`config.mk`:
```
export PLATFORM = sky130hd
export DESIGN_NAME = com_uart_trans_ctrl
export DESIGN_NICKNAME = d
export VERILOG_FILES = /design/src/rtl/com_uart_trans_ctrl.sv
export SDC_FILE = /design/constraint.sdc
export NUM_CORES = 1
export LEC_CHECK = 0
export ABC_AREA = 1
export CAP_MARGIN = 25
export CORE_UTILIZATION = 48
export DETAILED_ROUTE_END_ITERATION = 6
export PLACE_DENSITY_LB_ADDON = 0.3
export SLEW_MARGIN = 20
export SYNTH_ARGS = -nofsm -noshare
export SYNTH_HDL_FRONTEND = slang
export SYNTH_SLANG_ARGS = --single-unit
```
`constraint.sdc`:
```
create_clock -name clk -period 1.4 [get_ports clk]
set_input_delay 0.28 -clock clk [delete_from_list [all_inputs] [get_ports clk]]
set_output_delay 0.28 -clock clk [all_outputs]
set_load 0.01 [all_outputs]
```
`src/rtl/com_uart_trans_ctrl.sv`:
```
// UART transmit controller: pops bytes from the TX FIFO and serialises them as start/data/parity/stop frames.
// Bit edges follow rising edges of baudrate_clk; fifo_rd_en and frame_done are same-cycle decodes of the FSM.
module com_uart_trans_ctrl #(
  parameter int DATA_WIDTH    = 8,
  parameter int BIT_CNT_WIDTH = $clog2(DATA_WIDTH)
) (
  input  logic                  clk,
  input  logic                  rst,
  input  logic                  baudrate_clk,
  input  logic                  FIFO_empty,
  input  logic [DATA_WIDTH-1:0] fifo_data_in,
  output logic                  fifo_rd_en,
  input  logic [1:0]            parity_mode,
  input  logic                  stop_bit_2,
  output logic                  TX,
  output logic                  ctrl_idle_state,
  output logic                  ctrl_stop_state,
  output logic                  frame_done
);

  localparam logic [2:0] IDLE       = 3'd0;
  localparam logic [2:0] LOAD       = 3'd1;
  localparam logic [2:0] WAIT_START = 3'd2;
  localparam logic [2:0] START      = 3'd3;
  localparam logic [2:0] DATA       = 3'd4;
  localparam logic [2:0] PARITY     = 3'd5;
  localparam logic [2:0] STOP       = 3'd6;

  localparam logic [BIT_CNT_WIDTH-1:0] LAST_BIT = BIT_CNT_WIDTH'(DATA_WIDTH - 1);

  logic [2:0]               state;
  logic [2:0]               next_state;
  logic                     baud_q;
  logic                     baud_tick;
  logic [DATA_WIDTH-1:0]    shift_data;
  logic [BIT_CNT_WIDTH-1:0] bit_cnt;
  logic                     stop_cnt;
  logic                     par_bit;
  logic                     par_en;
  logic                     stop2_q;
  logic                     stop_last;

  assign baud_tick = baudrate_clk & ~baud_q;
  // The final stop tick is the one that is not the first of a two-stop-bit pair.
  assign stop_last = (state == STOP) && baud_tick && !(stop2_q && !stop_cnt);

  always_comb begin
    fifo_rd_en = 1'b0;
    frame_done = 1'b0;
    if (!rst) begin
      frame_done = stop_last;
      fifo_rd_en = !FIFO_empty && ((state == IDLE) || stop_last);
    end
  end

  always_comb begin
    next_state = state;
    case (state)
      IDLE:       if (!FIFO_empty) next_state = LOAD;
      LOAD:       next_state = baud_tick ? START : WAIT_START;
      WAIT_START: if (baud_tick) next_state = START;
      START:      if (baud_tick) next_state = DATA;
      DATA:       if (baud_tick && (bit_cnt == LAST_BIT)) next_state = par_en ? PARITY : STOP;
      PARITY:     if (baud_tick) next_state = STOP;
      STOP:       if (stop_last) next_state = FIFO_empty ? IDLE : LOAD;
      default:    next_state = IDLE;
    endcase
  end

  always_ff @(posedge clk) begin
    if (rst) begin
      state           <= IDLE;
      TX              <= 1'b1;
      ctrl_idle_state <= 1'b1;
      ctrl_stop_state <= 1'b0;
      baud_q          <= 1'b0;
      bit_cnt         <= '0;
      stop_cnt        <= 1'b0;
      shift_data      <= '0;
      par_bit         <= 1'b0;
      par_en          <= 1'b0;
      stop2_q         <= 1'b0;
    end else begin
      baud_q          <= baudrate_clk;
      state           <= next_state;
      ctrl_idle_state <= (next_state == IDLE);
      ctrl_stop_state <= (next_state == STOP);
      case (state)
        IDLE: TX <= 1'b1;
        LOAD: begin
          shift_data <= fifo_data_in;
          par_en     <= (parity_mode == 2'b01) || (parity_mode == 2'b10);
          par_bit    <= (parity_mode == 2'b01) ? ~^fifo_data_in : ^fifo_data_in;
          stop2_q    <= stop_bit_2;
          if (baud_tick) TX <= 1'b0;
        end
        WAIT_START: if (baud_tick) TX <= 1'b0;
        START: begin
          if (baud_tick) begin
            TX         <= shift_data[0];
            shift_data <= shift_data >> 1;
            bit_cnt    <= '0;
          end
        end
        DATA: begin
          if (baud_tick) begin
            if (bit_cnt == LAST_BIT) begin
              TX       <= par_en ? par_bit : 1'b1;
              stop_cnt <= 1'b0;
            end else begin
              // shift_data[0] already holds the bit after the one just sent
              bit_cnt    <= bit_cnt + BIT_CNT_WIDTH'(1);
              TX         <= shift_data[0];
              shift_data <= shift_data >> 1;
            end
          end
        end
        PARITY: begin
          if (baud_tick) begin
            TX       <= 1'b1;
            stop_cnt <= 1'b0;
          end
        end
        STOP: if (baud_tick && stop2_q && !stop_cnt) stop_cnt <= 1'b1;
        default: TX <= 1'b1;
      endcase
    end
  end

endmodule

```
==> results.sh <==
export IMPL_ys_seq_area_share_pct=32.9
export IMPL_synthSimpleGateAreaFrac_pct=41.1
export IMPL_place_inst=294
export IMPL_critPathLaunch="state[1]"
export IMPL_synth_main_ff_cell="dfxtp_1"
export IMPL_ys_top_cells_by_count="nand2_1 (65), nor2_1 (42), inv_1 (33), dfxtp_1 (22), nand3_1 (16)"
export IMPL_gp_congestion=0.857
export IMPL_wl_mm=4.01
export IMPL_synth_top_family_by_area="simple AND/OR/NAND/NOR gates"
export IMPL_crit_fanout=3
export IMPL_finalHoldViolations=0
export IMPL_fin_util_pct=80.1
export IMPL_grtUsageTotal_pct=24.0
export IMPL_tightest_slew_ns=0.278
export IMPL_clock_skew_ns=0.00841
export IMPL_synth_area_leaders="dfxtp_1 (33%), nand2_1 (18%), nor2_1 (12%)"
export IMPL_fin_ws_ns=-0.349
export IMPL_clk_insertion_delay_late_ns=0.33
export IMPL_area_growth_pct=53.5
export IMPL_cap_viol_max_count=0
export IMPL_worstSetupPathType="flip-flop to output port"
export IMPL_p_leak_nw=0.994
export IMPL_clockBufferDepth=2
export IMPL_cts_buffers=3
export IMPL_via_per_inst=5.23
export IMPL_vias=1595
export IMPL_cts_root_buf="clkbuf_4"
export IMPL_syn_num_nets=241
export IMPL_final_nets=294
export IMPL_relSlewSlack_pct=81.5
export IMPL_grt_max_degree=13
export IMPL_drt_first_pass_iters=5
export IMPL_synth_seq_cells=22
export IMPL_setup_viol=17
export IMPL_fmax_ghz=0.572
export IMPL_maxSlewViolCount=0
export IMPL_place_detailed_hpwl_mm=2.09
export IMPL_failed_checks="negative setup slack"
export IMPL_p_total_mw=1.88
export IMPL_synth_adder_area_share_pct=2.80
export IMPL_n_fill_cell=170
export IMPL_cp_start_kind="flip-flop"
export IMPL_r2r_start="state[1]"
export IMPL_boundaryPins=20
export IMPL_ctsHtreeMaxLevel=1
export IMPL_worstPathRequired_ns=1.12
export IMPL_grt_pass1_wl_mm=5.07
export IMPL_status="finished, violations left"
export IMPL_antenna_found_initial=0
export IMPL_hp_class="input pin to flip-flop"
export IMPL_wire_per_inst_um=13.1
export IMPL_rows=18
export IMPL_die_area_um2=3010
export IMPL_whs_ns=0.470
export IMPL_synth_most_common_cell="nand2_1"
export IMPL_final_cells=305
export IMPL_ant_nets=0
export IMPL_synth_compound_area_share_pct=8.87
export IMPL_synthXorXnorAreaFrac_pct=1.31
export IMPL_syn_avg_cell_area_um2=6.01
export IMPL_min_from="baudrate_clk"
export IMPL_cts_hold_buffers=0
export IMPL_power_density_nw_per_um2=913
export IMPL_die_width_um=54.8
export IMPL_synth_top_area_share_pct=32.9
export IMPL_seq_area_um2=447
export IMPL_core_area_um2=2570
export IMPL_drc_errors=0
export IMPL_synthArstFlopShare_pct=0
export IMPL_yosysWarnings=0
export IMPL_die_height_um=54.8
export IMPL_fin_crit_sh_pct=125
export IMPL_cp_arrival_ns=1.47
export IMPL_antenna_diode_count=0
export IMPL_mappedNetlistArea_um2=1340
export IMPL_multi_input_area_um2=932
export IMPL_portBuffers=19
export IMPL_peakVddDrop_mv=0.695
export IMPL_rrSetupSlack_ns=-0.25
export IMPL_drive_above_1_share_pct=32.7
export IMPL_synth_cell_types=20
export IMPL_muxShareOfSynthArea_pct=0
export IMPL_grt_ovfl_total=0
export IMPL_grt_pass1_vias=1215
export IMPL_synth_edf_count=0
export IMPL_path_clk_slew_ns=0.13
export IMPL_start_util_pct=52.2
export IMPL_cts_tree="yes"
export IMPL_syn_inst=223
export IMPL_yosys_area_top_type="dfxtp_1"
export IMPL_layout_min_cycle_time_ns=1.75
export IMPL_cts_sinks=22
export IMPL_drtIter0Drc=82
export IMPL_rsz0062_at_grt="true"
export IMPL_endpoint_kind="output port"
cell type report:
cell class | instances | area share, %
timing repair buffer | 52 | 22.1
clock buffer | 4 | 1.76
multi-input combinational | 160 | 45.3
inverter | 37 | 7.24
tap | 30 | 1.82
sequential | 22 | 21.7
cells in the final DEF (no fill, tap or decap), types with 3 or more instances in the layout:
| cell | Yosys | routed |
|---|---|---|
| nand4_1 | 3 | 3 |
| dfxtp_1 | 22 | 17 |
| dlygate4sd2_1 | 0 | 4 |
| nand2_2 | 2 | 9 |
| nand3_2 | 0 | 3 |
| nor2_1 | 42 | 31 |
| nor2_2 | 1 | 4 |
| buf_4 | 0 | 26 |
| o21ai_0 | 13 | 8 |
| clkdlybuf4s50_1 | 0 | 13 |
| nor2_4 | 0 | 8 |
| a21oi_1 | 8 | 5 |
| buf_6 | 2 | 8 |
| clkbuf_4 | 0 | 3 |
| o21ai_1 | 0 | 3 |
| a21oi_2 | 0 | 3 |
| inv_1 | 33 | 29 |
| nand3_1 | 16 | 12 |
| nand2_1 | 65 | 55 |
| inv_2 | 4 | 6 |
| dfxtp_2 | 0 | 5 |
critical path: stages, from the launching register on:
cell and delay [ns]:
dfxtp_2 0.36, buf_4 0.14, nor2_4 0.10, nand2_2 0.06, a21oi_2 0.17, inv_1 0.08, nor2_1 0.09, buf_2 0.14
state kept, by name (all words and copies together) (netlist names):
name	count
par_bit	1
bit_cnt	3
par_en	1
baud_q	1
stop_cnt	1
stop2_q	1
ctrl_idle_state	1
ctrl_stop_state	1
TX	1
shift_data	8
state	3
stage by stage:
step,cell area [um^2],TNS [ns],setup WS [ns]
2_1_floorplan,1340,0,0.0124
3_3_place_gp,1730,-4.64,-0.774
3_5_place_dp,1730,-5.13,-0.818
4_1_cts,1870,-0.770,-0.221
5_1_grt,2060,-4.61,-0.399
6_report,2060,-3.50,-0.349
final timing paths:
path,to,cells past startpoint
max,fifo_rd_en,7
min,baud_q,4
max reg2reg,bit_cnt[0],12
min reg2reg,bit_cnt[1],2
metal layers:
layer | part of all wire, % | GRT usage [%]
met1 | 43 | 30.7
met2 | 48 | 39.6
met3 | 6.8 | 5.28
met4 | 2.9 | 7.26
met5 | 0 | 0
power breakdown:
part	internal (mW)	switching [mW]	leakage, nW
registers	0.710	0.0462	0.183
clock network	0.159	0.208	0.0210
logic	0.327	0.429	0.790
total	1.20	0.683	0.994
logic make-up after synthesis:
kind of cell / count (synthesis)
adders and majority gates: 3
DFF: 22
xor gates and xnor gates: 2
buffers and inverters: 42
AOI/OAI and AO/OA: 23
and+or+nand+nor: 131
repair_timing:
item                                   CTS  global route
buffers inserted                         2             4
gates cloned                             1             0
pin swaps                                7            15
setup endpoints to repair               18            18
resized for setup                       42            44
endpoints found under the hold margin    0             0
No activity file was read; power rests on OpenSTA's default activity.
